### src/rtl/mysystem_wdt_kicker.sv
`timescale 1ns/1ps
// Watchdog service engine: starts an Avalon-MM watchdog timer, kicks it each interval
// while the monitored logic keeps pulsing heartbeat, and clears/counts timeout status.
module mysystem_wdt_kicker #(
  parameter logic [26:0] KICK_INTERVAL = 27'd50000000,
  parameter logic        IRQ_ENABLE    = 1'b0
) (
  input  logic        clk,
  input  logic        reset_n,
  input  logic        enable,
  input  logic        heartbeat,
  output logic [2:0]  avm_address,
  output logic        avm_chipselect,
  output logic        avm_write_n,
  output logic [15:0] avm_writedata,
  input  logic [15:0] avm_readdata,
  output logic        running,
  output logic        starved,
  output logic [7:0]  timeout_count
);

  typedef enum logic [2:0] {
    IDLE, START_WR, WAIT_HB, KICK_WR, POLL_RD, POLL_CAP, CLR_WR
  } state_t;

  localparam logic [26:0] RELOAD = KICK_INTERVAL - 27'd1;

  state_t      state, state_nxt;
  logic [26:0] counter, counter_nxt;
  logic        hb_seen, hb_seen_nxt;
  logic        starved_nxt;
  logic        stop_req, stop_req_nxt;
  logic [7:0]  timeout_count_nxt;
  logic        resume_ok;
  logic        unused_status;

  // Only the timeout flag of the status word matters here.
  assign unused_status = ^avm_readdata[15:1];
  assign resume_ok     = enable & ~stop_req;
  assign running       = (state != IDLE);

  always_ff @(posedge clk or negedge reset_n) begin
    if (!reset_n) begin
      state         <= IDLE;
      counter       <= '0;
      hb_seen       <= 1'b0;
      starved       <= 1'b0;
      stop_req      <= 1'b0;
      timeout_count <= '0;
    end else begin
      state         <= state_nxt;
      counter       <= counter_nxt;
      hb_seen       <= hb_seen_nxt;
      starved       <= starved_nxt;
      stop_req      <= stop_req_nxt;
      timeout_count <= timeout_count_nxt;
    end
  end

  // A disable seen mid-sequence is remembered so the sequence completes before IDLE.
  always_comb begin
    state_nxt         = state;
    counter_nxt       = counter;
    hb_seen_nxt       = hb_seen | (heartbeat & (state != IDLE));
    starved_nxt       = starved;
    stop_req_nxt      = stop_req | (~enable & (state inside {START_WR, KICK_WR, POLL_RD, POLL_CAP, CLR_WR}));
    timeout_count_nxt = timeout_count;
    avm_chipselect    = 1'b0;
    avm_write_n       = 1'b1;
    avm_address       = 3'd0;
    avm_writedata     = 16'h0000;

    case (state)
      IDLE: begin
        stop_req_nxt = 1'b0;
        if (enable) state_nxt = START_WR;
      end
      START_WR: begin
        avm_chipselect = 1'b1;
        avm_write_n    = 1'b0;
        avm_address    = 3'd1;
        avm_writedata  = {13'b0, 1'b1, 1'b0, IRQ_ENABLE};
        counter_nxt    = RELOAD;
        hb_seen_nxt    = heartbeat;
        state_nxt      = resume_ok ? WAIT_HB : IDLE;
      end
      WAIT_HB: begin
        // A heartbeat on the final count cycle still earns this interval's kick.
        if (!enable) begin
          state_nxt = IDLE;
        end else if (counter == 27'd0) begin
          if (hb_seen | heartbeat) begin
            state_nxt = KICK_WR;
          end else begin
            state_nxt   = POLL_RD;
            starved_nxt = 1'b1;
          end
        end else begin
          counter_nxt = counter - 27'd1;
        end
      end
      KICK_WR: begin
        avm_chipselect = 1'b1;
        avm_write_n    = 1'b0;
        avm_address    = 3'd2;
        hb_seen_nxt    = heartbeat;
        starved_nxt    = 1'b0;
        state_nxt      = POLL_RD;
      end
      POLL_RD: begin
        avm_chipselect = 1'b1;
        state_nxt      = POLL_CAP;
      end
      POLL_CAP: begin
        if (avm_readdata[0]) begin
          state_nxt = CLR_WR;
        end else begin
          counter_nxt = RELOAD;
          state_nxt   = resume_ok ? WAIT_HB : IDLE;
        end
      end
      CLR_WR: begin
        avm_chipselect = 1'b1;
        avm_write_n    = 1'b0;
        if (timeout_count != 8'hFF) timeout_count_nxt = timeout_count + 8'd1;
        counter_nxt = RELOAD;
        state_nxt   = resume_ok ? WAIT_HB : IDLE;
      end
      default: state_nxt = IDLE;
    endcase
  end

endmodule

### config.mk
export PLATFORM = sky130hd
export DESIGN_NAME = mysystem_wdt_kicker
export DESIGN_NICKNAME = d
export VERILOG_FILES = /design/src/rtl/mysystem_wdt_kicker.sv
export SDC_FILE = /design/constraint.sdc
export NUM_CORES = 1
export LEC_CHECK = 0
export BUFFER_PORTS_ARGS = -buffer_cell sky130_fd_sc_hd__buf_2
export CORE_MARGIN = 2
export CORE_UTILIZATION = 49
export DETAILED_ROUTE_END_ITERATION = 10
export GPL_TIMING_DRIVEN = 0
export PLACE_DENSITY = 0.76
export SLEW_MARGIN = 20
export SYNTH_ARGS = -nofsm -noshare
export SYNTH_HDL_FRONTEND = slang
export SYNTH_SLANG_ARGS = --single-unit
### constraint.sdc
create_clock -name clk -period 1.8 [get_ports clk]
set_input_delay 0.09 -clock clk [delete_from_list [all_inputs] [get_ports clk]]
set_output_delay 0.09 -clock clk [all_outputs]
set_load 0.05 [all_outputs]
## Yosys cells after proc, flatten, opt, wreduce, memory -nomap -nowiden

Index checks and enable logic that the tools add are counted.

| word-level totals | value |
|---|---|
| bits in registers | 41 |
| input port bits | 20 |
| output and inout bits | 31 |
| word-level logic and storage cells | 65 |

| operators by class | value |
|---|---|
| $add $sub $neg | 2 |
| equal/unequal tests | 14 |
| multiplexer cells | 21 |
| bitwise gates (word level) | 8 |
| reduce and logical (&&, ||, !) cells | 14 |

Operators with widths:

| operator | number |
|---|---|
| two-way mux 27 bit | 3 |
| one-hot mux 27 bit (3 select lines) | 1 |
| zero test 27 bit | 1 |
| subtractor 27 x 1 -> 27 bit (second input constant) | 1 |
| two-way mux 3 bit | 6 |
| one-hot mux 3 bit (6 select lines) | 1 |
| inequality test 2 bit (second input constant) | 6 |
| equality test 3 bit (second input constant) | 3 |
| adder 8 x 1 -> 8 bit (second input constant) | 1 |
| inequality test 8 bit (second input constant) | 1 |
| AND reduction 4 bit | 2 |
| two-way mux 1 bit | 7 |
| equality test 3 x 2 -> 1 bit (second input constant) | 2 |
| nonzero test 3 bit | 2 |
| nonzero test 5 bit | 1 |
| one-hot mux 2 bit (2 select lines) | 1 |
| AND reduction 2 bit | 2 |
| OR reduction 2 bit | 2 |
| OR reduction 4 bit | 1 |
| AND 1 bit | 3 |
| equality test 3 x 1 -> 1 bit (second input constant) | 1 |
| zero test 3 bit | 1 |
| inequality test 3 bit (second input constant) | 1 |
| bitwise OR 1 bit | 3 |
| other kinds (5) | 6 |

## Longest topological paths before layout

Gate-level depths: netlist of the first run.

| logic depth | value |
|---|---|
| depth in word-level cells | 5 |
| depth in mapped cells | 9 |
| mapped depth without buffers | 7 |

## Least setup slack after synthesis of the first run

Ideal clock, no wire load.

| path | value |
|---|---|
| path type | reg2out |
| from | register state[0] |
| to | output port avm_address[0] |
| arrival time | 1.887 ns |
| required time | 1.710 ns |
| setup slack | -0.177 ns |
| cell stages (with the launch flop) | 4 |
| path buffers | 1 |
| cell sequence | dfrtp_1 > clkbuf_1 > inv_1 > nor3_1 |

| between the ends | value |
|---|---|
| cells in the longest elaborated chain, start to end | 2 |
| elaborated cells between the ends (all ways) | 3 |
| those cells by class | eq/ne: 2; mux: 1 |

RTL lines:

| item | line | text |
|---|---|---|
| from (decl) | 28 | `state_t state, state_nxt;` |
| from (signal assigned) | 51 | `state <= state_nxt;` |
| equality test 3 x 2 -> 1 bit or equality test 3 x 1 -> 1 bit (tied branches) | 73 | `case (state)` |
| one-hot mux 2 bit (2 select lines) * | 73 |  |
| to (decl) | 12 | `output logic [2:0] avm_address,` |

Mark *: on every way between the ends. The rest lies on a longest branch, timed or not.

## Final worst setup path of the first run

| path | value |
|---|---|
| from | register counter[8] |
| to | register counter[11] |

| between the ends | value |
|---|---|
| cells in the longest elaborated chain, start to end | 4 |
| elaborated cells between the ends (all ways) | 7 |
| those cells by class | add/sub: 1; eq/ne: 1; mux: 3; reduce/logical: 2 |

RTL lines:

| item | line | text |
|---|---|---|
| from (decl) | 29 | `logic [26:0] counter, counter_nxt;` |
| from (signal assigned) | 52 | `counter <= counter_nxt;` |
| subtractor 27 x 1 -> 27 bit | 99 | `counter_nxt = counter - 27'd1;` |
| two-way mux 27 bit | 91 | `end else if (counter == 27'd0) begin` |
| two-way mux 27 bit | 89 | `if (!enable) begin` |
| one-hot mux 27 bit (3 select lines) | 73 |  |

Parallel ways exist; a longest one is shown, timed or not. The select of a mux whose other input is x is not followed.
A chain may end at the register's enable or synchronous reset.

==> impl_metrics.tcl, run 1 <==
set metrics [dict create \
    antenna_found_initial 0 \
    gp_congestion 0.856 \
    syn-instance-count 266 \
    vias 2204 \
    relSlewSlack_pct 36.8 \
    synth-seq-cells 41 \
    dp_hpwl_um 3750 \
    ios 51 \
    p_clk_share_pct 17.8 \
    drtIter0Drc 206 \
    cts_tree "done" \
    synth_top_flop_cell "dfrtp_1" \
    pwr-share-seq_pct 31.1 \
    power.total_mw 4.33 \
    startpoint_type "flop" \
    drtPass1Iterations 4 \
    max_cap_violations 0 \
    r2r-start "counter[8]" \
    ys_top_cells_by_area "dfrtp_1 (42%), buf_4 (4.9%), nor2_1 (4.0%)" \
    globalRouteMet1Util_pct 33.2 \
    grt_overflow 0 \
    synth_area_um2 2440 \
    grt_pass1_wl_um 10300 \
    setup-violations-final 31 \
    synth_warnings 0 \
    synth_top_area_cell "dfrtp_1" \
    fp-row-count 25 \
    clkLatencyLatePin_ps 300 \
    r2r_slack_ps -200 \
    grt_pass1_vias 2151 \
    dieArea_um2 5570 \
    drive_gt1_share_pct 36.0 \
    fmax_mhz 499 \
    synth_top_area_share_pct 42.0 \
    status "complete, but fails checks" \
    dp_slack_ps -481 \
    finish.net_count 352 \
    syn_to_final_growth_pct 33.5 \
    fin_crit_sh_pct 111 \
    cts-root-buf "clkbuf_8" \
    p_comb_share_pct 51.1 \
    die_y_um 74.6 \
    crit_fanout 9 \
    p_per_area_nw_per_um2 1330 \
    clkTransAtPathRegs_ps 90 \
    hold_class "in -> reg" \
    drv_slew 0 \
    violations "negative setup slack" \
    final_antenna_net_count 0 \
    synth_cell_type_count 55 \
    critPathKind "reg -> reg" \
    port_buffers 19 \
    wl_per_cell_um 15.8 \
    async_flop_share_pct 100 \
    rr_endpoint "counter[11]" \
    fin_crit_ps 2000 \
    required_ps 2050 \
    skew_ps 5.26 \
    grt_max_degree 42 \
    finalNonFillerCells 398 \
    p_sw_mw 2.04 \
    start_util_pct 51.4 \
    core_um2 4750 \
    worst_pin_slew_ps 948 \
    holdPathEnd "state[2]" \
    cts_buffers 5 \
    clock-sinks 41 \
    whs_path_depth 3 \
    min_from "avm_readdata[0]" \
    diodes 0 \
    worstSetupEndpointType "flop" \
    synth_edf_count 0 \
    ir_worst_vdd_mv 1.34 \
    dp.cells 367 \
    grt_use_total_pct 24.3 \
    cts_buffer_depth 2 \
    wirelength_um 6300 \
    rr_worst_depth 8 \
    sw_frac_of_total_pct 47.0 \
    via_per_inst 5.54 \
    arrival_ps 2250 \
    worst_slack_ps -205 \
    leakage_nw 1.40 \
    hold_violations 0 \
    drc 0 \
    n_fill_cell 391 \
    met3_usage_pct 4.82 \
    htreeDepth 2 \
    avgSynthCellArea_um2 9.19 \
    grt_busiest_layer "met2" \
    ys_seq_area_share_pct 42.0 \
    rsz0062_at_grt "yes" \
    p_int_mw 2.30 \
    met2_usage_pct 38.8 \
    die_w_um 74.6 \
]
==> cell usage in the layout (no fill, tap or decap), types with 3 or more instances in the layout <==
| cell | count |
|---|---|
| dfrtp_1 | 38 |
| o21ai_0 | 8 |
| o31ai_1 | 5 |
| nor2_1 | 23 |
| o21ai_1 | 8 |
| dfrtp_2 | 3 |
| nor3_1 | 12 |
| and2_1 | 4 |
| xor2_1 | 8 |
| xnor2_1 | 4 |
| nand3_2 | 3 |
| o21ai_2 | 5 |
| buf_4 | 35 |
| a21oi_2 | 5 |
| buf_12 | 3 |
| inv_1 | 5 |
| or3_1 | 6 |
| conb_1 | 16 |
| buf_2 | 18 |
| nor3_4 | 3 |
| a31oi_1 | 5 |
| nor4_4 | 5 |
| clkbuf_8 | 5 |
| nand4_1 | 7 |
| nand3_1 | 5 |
| buf_6 | 4 |
| nand2_1 | 20 |
| a21oi_1 | 10 |
==> logic make-up (layout without fill, tap and decap cells) <==
logic type               Yosys count  in the layout  share of synthesized area, %
AO/OA/AOI/OAI                     63             63                          16.8
XOR/XNOR                          12             12                          4.30
adder cells (fa/ha/maj)            2              2                          1.02
buffers and inverters             30             80                          7.98
flip-flops                        41             41                          42.0
multiplexers                       3              3                          1.33
other                              1             16                         0.153
AND/OR/NAND/NOR                  114            114                          26.5
==> through the flow <==
| step | hold WS (ps) | util (%) | cell area (um2) | setup TNS, ps |
|---|---|---|---|---|
| floorplan | -206 | - | 2530 | -1430 |
| global placement | 285 | 56.9 | 2710 | -10080 |
| detailed placement | 277 | 56.9 | 2710 | -11140 |
| CTS | 90.8 | 65.3 | 3100 | -1530 |
| global route | 120 | 68.7 | 3260 | -6270 |
| finish | 95.5 | 68.7 | 3260 | -3240 |
==> power groups by stage <==
stage                     Clock (mW)  Sequential, mW  Combinational [mW]
after floorplan                    0            1.38                1.30
after global placement             0            1.32                1.73
after detailed placement           0            1.33                1.76
after CTS                      0.780            1.33                1.98
after global routing           0.818            1.38                2.39
final                          0.772            1.35                2.22
==> synth_stat cells, types with 2 or more instances <==
cell      count
clkbuf_1      5
o21a_1        3
and2_1        4
buf_4        16
nand4_1       7
nor3b_1       3
and4_1        2
o31ai_1       6
xor2_1        8
a31oi_1       5
buf_6         3
nand3_1       7
dfrtp_1      41
nand2b_1      2
a22o_1        2
inv_1         5
xnor2_1       4
nand4_2       2
or3_1         6
ha_1          2
o21ai_1       5
a21oi_1      14
nor4_1        3
nand2_1      22
o21ai_0      17
nor4_2        2
nor2_1       26
o41ai_1       2
nor3_1       16
==> worst max-delay path, cell delays in order, from the launching register on <==
cell	delay [ps]
dfrtp_2	470
nor4_4	320
buf_4	200
nand4_4	170
o21a_1	250
buf_6	150
buf_4	150
o21ai_2	70
a22o_1	160
==> worst max path at each step <==
stage	startpoint	to	slack, ps
after floorplan	state[0]	avm_address[0]	-180
after global placement	counter[1]	counter[6]	-470
after detailed placement	counter[1]	counter[13]	-480
after CTS	counter[0]	counter[4]	-120
after global routing	counter[0]	counter[11]	-280
final	counter[8]	counter[11]	-200
==> registers in the layout (all words and copies together) (netlist names) <==
signal and flops:
counter 27, timeout_count 8, state 3, hb_seen 1, starved 1, stop_req 1
==> timing repair <==
item,CTS,global route
setup endpoints to repair,35,37
endpoints found under the hold margin,41,0
hold buffers,1,0
gates resized for setup,32,33
cloned,1,0
buffers inserted,17,6
pin swaps,9,14
==> area by class of cell <==
| class | count | area [um2] | area share (%) |
|---|---|---|---|
| buffer | 23 | 186 | 5.71 |
| multi-input combinational | 210 | 1510 | 46.1 |
| inverter | 5 | 18.8 | 0.575 |
| clock buffer | 5 | 68.8 | 2.11 |
| sequential | 41 | 1030 | 31.5 |
| tap | 67 | 83.8 | 2.57 |
| timing repair buffer | 44 | 324 | 9.93 |
| clock inverter | 3 | 46.3 | 1.42 |
==> layer usage <==
layer	up-vias	share of wire, %
met4	0	1.3
met1	1075	44
li1	1062	-
met2	59	51
met5	-	0
met3	8	4.1
Power figures use the tool's default switching activity.
==> inputs of run 2 (changes only) <==
--- a/config.mk
+++ b/config.mk
@@ -6,7 +6,9 @@
 export NUM_CORES = 1
 export LEC_CHECK = 0
+export ABC_AREA = 1
 export BUFFER_PORTS_ARGS = -buffer_cell sky130_fd_sc_hd__buf_2
+export CAP_MARGIN = 20
 export CORE_MARGIN = 2
-export CORE_UTILIZATION = 49
+export CORE_UTILIZATION = 50
 export DETAILED_ROUTE_END_ITERATION = 10
 export GPL_TIMING_DRIVEN = 0
==> constraint.sdc (replaced) <==
create_clock -name clk -period 1.8 [get_ports clk]
set_input_delay 0.18 -clock clk [delete_from_list [all_inputs] [get_ports clk]]
set_output_delay 0.18 -clock clk [all_outputs]
set_load 0.05 [all_outputs]
==> run 2 against run 1 <==
The run now ends clean. Global-route usage down 2.7 points. Hold slack worse by 87 ps. Cell count up 28%. Clock skew up 3.0 ps. Clock-buffer cell count unchanged. Design area down 4.9%. Non-clock buffer count down 25. Critical path depth down 3. Clock power down 18%. Combinational power up 24%.
==> impl_metrics.tcl, run 2 <==
set metrics [dict create \
    synth_warnings 0 \
    startpoint_type "flop" \
    final_antenna_net_count 0 \
    fmax_mhz 585 \
    grt_pass1_wl_um 10600 \
    final_common_cell "nand2_1" \
    diodes 0 \
    dp_hpwl_um 4550 \
    worstSetupEndpointType "output pin" \
    fin_crit_sh_pct 94.9 \
    relSlewSlack_pct 39.4 \
    wirelength_um 6130 \
    r2r-start "counter[6]" \
    sequential_cell_area_um2 1030 \
    grt_overflow 0 \
    fin_crit_ps 1710 \
    multi_input_comb_area_um2 1470 \
    drv_slew 0 \
    ys_top_cells_by_area "dfrtp_1 (38%), nand2_1 (16%), nor2_1 (10%)" \
    syn-instance-count 395 \
    dp.cells 499 \
    setup-violations-final 0 \
    core_um2 5170 \
    power.total_mw 4.93 \
    p_sw_mw 2.58 \
    ir_worst_vdd_mv 1.32 \
    arrival_ps 1530 \
    async_flop_share_pct 100 \
    synth_edf_count 0 \
    max_cap_violations 0 \
    p_comb_share_pct 56.0 \
    wl_per_cell_um 12.1 \
    fp-row-count 26 \
    cts_buffers 5 \
    leakage_nw 1.65 \
    status "finished clean" \
    cts_tree "done" \
    hold_class "in -> async" \
    largest_reg_flops 27 \
    hold_violations 0 \
    wl_met2_um 2900 \
    p_int_mw 2.35 \
    dieArea_um2 6030 \
    start_util_pct 52.5 \
    r2r_slack_ps 110 \
    crit_fanout 5 \
    ys_seq_area_share_pct 37.8 \
    ios 51 \
    htreeDepth 2 \
    top_regs "counter (27), timeout_count (8), state (3)" \
    synth_top_area_cell "dfrtp_1" \
    grt_pass1_vias 2397 \
    met1_length_um 2790 \
    synth_area_um2 2710 \
    rr_endpoint "counter[13]" \
    gp_congestion 0.922 \
    port_buffers 19 \
    drive_gt1_share_pct 17.8 \
    sw_frac_of_total_pct 52.3 \
    required_ps 1620 \
    p_clk_share_pct 12.9 \
    syn_to_final_growth_pct 14.4 \
    drtPass1Iterations 4 \
    rr_worst_depth 9 \
    top_layer "met4" \
    finish.net_count 459 \
    met3_length_um 348 \
    p_per_area_nw_per_um2 1590 \
    critPathKind "reg -> out" \
    antenna_found_initial 0 \
    cpMostUsedCell "inv_1" \
    drc 0 \
    synth-seq-cells 41 \
    clock-sinks 41 \
    grt_max_degree 42 \
    top_register "counter" \
    grt_use_total_pct 21.5 \
    synth_cell_type_count 27 \
    clkLatencyLatePin_ps 300 \
    avgSynthCellArea_um2 6.87 \
    pwr-share-seq_pct 31.1 \
    skew_ps 8.25 \
    yosysMostFrequentCell "nand2_1" \
    vias 2515 \
    die_w_um 77.7 \
    ys_top_cells_by_count "nand2_1 (117), nor2_1 (74), dfrtp_1 (41)" \
    crit_path_top_delay_cell "dfrtp_1" \
    cts_buffer_depth 2 \
    slowest_delay_ps 420 \
    clkTransAtPathRegs_ps 90 \
    finalNonFillerCells 508 \
    worst_pin_slew_ps 910 \
    synth_top_area_share_pct 37.8 \
    n_fill_cell 491 \
    layout_common_cells "nand2_1 (115), nor2_1 (67), dfrtp_1 (40), inv_1 (34), nand3_1 (31)" \
    drtIter0Drc 187 \
    die_y_um 77.7 \
    path_cells "inv_1, nor3_4, or2_2, inv_1, buf_2" \
    synth_top_flop_cell "dfrtp_1" \
    cts_hold_buf 0 \
    cts-root-buf "clkbuf_8" \
    via_per_inst 4.95 \
    finalCoreUtilization_pct 60.0 \
]
==> run 2: cell types whose count changed after synthesis, sizes merged, moves of 5 or more <==
cell,previous run,this run
nand3,8,31
a21oi,15,5
nor3,17,7
nor2,26,78
or3,6,0
clkbuf,5,0
nand2,22,118
o31ai,6,0
nor4,6,0
o21ai,23,15
a31oi,6,0
inv,5,40
==> run 2: layout make-up <==
class / count / area share (%)
repair buffers: 20 / 3.39
plain buffers: 22 / 5.72
well taps: 70 / 2.82
multi-input cells: 307 / 47.2
flip-flops and latches: 41 / 33.1
inverters: 40 / 4.84
clock buffers: 5 / 2.22
clock inverters: 3 / 0.685
==> run 2: worst max-delay path by stage <==
stage / startpoint / end / slack, ps / cells after the start
after floorplan: timeout_count[1] / timeout_count[1] / 30 / 6
after global placement: counter[0] / counter[0] / -130 / 8
after detailed placement: counter[0] / counter[0] / -150 / 8
after CTS: counter[0] / counter[16] / 9 / 10
after global routing: counter[3] / counter[15] / -7 / 8
final: state[2] / avm_write_n / 90 / 5
==> run 2: stage by stage <==
stage / hold slack, ps / setup slack (ps) / cell area [um2] / setup TNS [ps]
after floorplan: -116 / 30.0 / 2770 / 0
after global placement: 363 / -129 / 2950 / -930
after detailed placement: 390 / -154 / 2950 / -1640
after CTS: 49.5 / 8.82 / 3060 / 0
after global routing: 96.0 / -7.33 / 3100 / -25.1
final: 8.21 / 91.2 / 3100 / 0
==> run 2: kinds of logic after synthesis <==
group           synth area share [%]
mux                            0.830
flops                           37.8
compound gates                  4.01
simple gates                    39.1
xor+xnor                        5.16
fa+ha+maj                      0.922
buf+inv                         12.1
other cells                    0.138
==> run 2: worst max-delay path, delay by kind of cell, from the launching register on <==
| kind | cells | cell delay [ps] |
|---|---|---|
| AND/OR/NAND/NOR | 2 | 330 |
| flip-flops | 1 | 420 |
| buffers and inverters | 3 | 480 |
==> run 2: per-layer routing <==
metal  vias to the layer above  track usage (%)
li1                       1288                -
met1                      1141             28.3
met2                        72             36.3
met3                        14             4.07
met4                         0             6.07
met5                         -                0
==> run 2: timing repair <==
| item | in CTS | in global routing |
|---|---|---|
| endpoints found under the setup margin | 30 | 32 |
| gates resized for setup | 3 | 16 |
| buffers inserted | 0 | 1 |
| pin swaps | 0 | 1 |
==> run 2: power groups by stage <==
stage,Clock [mW],Combinational [mW],Sequential (mW)
after floorplan,0,2.03,1.55
after global placement,0,2.61,1.52
after detailed placement,0,2.66,1.53
after CTS,0.645,2.68,1.51
after global routing,0.684,3.09,1.57
final,0.636,2.76,1.53
==> inputs of run 3 (changes only) <==
- ABC_CLOCK_PERIOD_IN_PS: unset -> 1800
- CORE_UTILIZATION: 50 -> 35
- PLACE_DENSITY: 0.76 -> unset
==> run 3 against run 2 <==
Cell count rose by 7.3%. Sequential share of layout area shrank 0.98 points. Worst setup slack improved by 24 ps. Non-clock buffer count grew 5. Critical path depth grew 4. Clock skew is 1.8 ps higher. Flip-flop and latch count unchanged. Die area grew 40%. Critical path type is now reg -> reg. Design area rose by 3.2%. Hold slack improved by 100 ps. Fmax increased by 1.4%.
==> impl_metrics.tcl, run 3 (synthesis gave the netlist of run 2 again) <==
set metrics [dict create \
    met2_usage_pct 27.3 \
    crit_fanout 10 \
    ios 51 \
    clkLatencyLatePin_ps 300 \
    worst_pin_slew_ps 559 \
    wl_per_cell_um 11.6 \
    startpoint_type "flop" \
    gp_congestion 0.862 \
    final_common_cell "nand2_1" \
    top_register "counter" \
    crit_path_top_delay_cell "dfrtp_1" \
    dp.cells 531 \
    p_per_area_nw_per_um2 1570 \
    finalCoreUtilization_pct 42.1 \
    fin_crit_sh_pct 93.6 \
    fin_crit_ps 1680 \
    die_w_um 92.1 \
    drc 0 \
    cts-root-buf "clkbuf_8" \
    final_antenna_net_count 0 \
    finish.net_count 464 \
    drtIter0Drc 113 \
    cts_tree "done" \
    required_ps 1990 \
    clock-sinks 41 \
    dieArea_um2 8470 \
    n_fill_cell 828 \
    ir_worst_vdd_mv 1.30 \
    largest_reg_flops 27 \
    finalNonFillerCells 545 \
    grt_pass1_wl_um 11200 \
    dp_hpwl_um 4690 \
    globalRouteMet1Util_pct 21.2 \
    arrival_ps 1880 \
    top_regs "counter (27), timeout_count (8), state (3)" \
    critPathKind "reg -> reg" \
    diodes 0 \
    wirelength_um 6330 \
    skew_ps 10.1 \
    clkTransAtPathRegs_ps 90 \
    cpMostUsedCell "nand2_1" \
    die_y_um 92.1 \
    layout_common_cells "nand2_1 (116), nor2_1 (65), dfrtp_1 (39), inv_1 (34), nand3_1 (31)" \
    grt_pass1_vias 2409 \
    hold_class "in -> reg" \
    fp-row-count 32 \
    drtPass1Iterations 5 \
    leakage_nw 1.68 \
    cts_buffers 5 \
    met3_usage_pct 3.94 \
    slowest_delay_ps 430 \
    grt_use_total_pct 16.4 \
    drive_gt1_share_pct 19.0 \
    grt_overflow 0 \
    path_cells "nor2_1, nand2_1, nor2_4, nand4_1, nand2_1, inv_1, buf_4, nand2_1, nand2_1" \
    fmax_mhz 594 \
    max_cap_violations 0 \
    status "finished clean" \
    grt_max_degree 42 \
    setup-violations-final 0 \
    hold_violations 0 \
    vias 2520 \
    via_per_inst 4.62 \
    syn_to_final_growth_pct 18.0 \
    relSlewSlack_pct 62.7 \
    antenna_found_initial 0 \
    drv_slew 0 \
    grt_busiest_layer "met2" \
    core_um2 7610 \
    cts_buffer_depth 2 \
    port_buffers 19 \
    worstSetupEndpointType "flop" \
    htreeDepth 2 \
    start_util_pct 35.7 \
    rsz0062_at_grt "yes" \
]
[run 3: changes by cell type in the layout (fill, tap and decap cells not counted), moves of 2 or more]
cell and change:
nor2_1 -2, nor2_4 +2, buf_2 -2, buf_4 +6
[run 3: final cells by class]
class                   instances  area [um2]  area share (%)
clock inverters                 3        21.3           0.664
repair buffers                 25         150            4.69
clock buffers                   5        68.8            2.15
flip-flops and latches         41        1030            32.1
well taps                     102         128            3.98
plain buffers                  22         178            5.55
inverters                      40         150            4.69
multi-input cells             307        1480            46.2
[run 3: timing repair]
item | 4_1_cts | 5_1_grt
buffers inserted | 0 | 5
setup endpoints to repair | 30 | 32
hold buffers | 0 | 1
resized for setup | 4 | 21
pin swaps | 0 | 2
cloned | 0 | 0
hold endpoints to repair | 0 | 41
[run 3: final timing paths]
path / from / to / slack [ps] / depth (start not counted)
worst max register to register: counter[7] / counter[16] / 120 / 9
worst max-delay path: counter[7] / counter[16] / 120 / 9
worst min-delay path: heartbeat / hb_seen / 110 / 2
worst min register to register: timeout_count[4] / timeout_count[4] / 500 / 1
max in group asynchronous: reset_n / state[0] / 990 / 2
min in group asynchronous: reset_n / counter[14] / 400 / 2
[run 3: power breakdown]
part	internal (mW)	leakage, nW	switching [mW]	total, mW
registers	1.21	0.524	0.357	1.57
logic	0.931	1.11	1.87	2.80
clock network	0.276	0.0445	0.364	0.640
total	2.42	1.68	2.59	5.01
[run 3: worst max-delay path: cells and delay by family (launching register included)]
| kind | cells | cell delay, ps |
|---|---|---|
| flip-flops | 1 | 430 |
| buffers and inverters | 2 | 310 |
| AND/OR/NAND/NOR | 7 | 840 |
[run 3: per-layer routing]
| metal | wire length, um | up-vias |
|---|---|---|
| met5 | 0 | - |
| met3 | 319 | 9 |
| li1 | - | 1297 |
| met1 | 3010 | 1152 |
| met2 | 2900 | 62 |
| met4 | 91 | 0 |
[run 3: metrics by stage]
step           setup slack [ps]  total power, mW  area [um2]  TNS (ps)  hold WS (ps)
4_1_cts                    16.3             4.87        3100         0          63.9
3_3_place_gp               -143             4.16        2990     -1580           386
3_5_place_dp               -182             4.20        2990     -2260           398
6_report                    115             5.01        3200         0           111
5_1_grt                   -8.67             5.49        3200     -21.1           101
2_1_floorplan              30.0             3.58        2770         0          -116
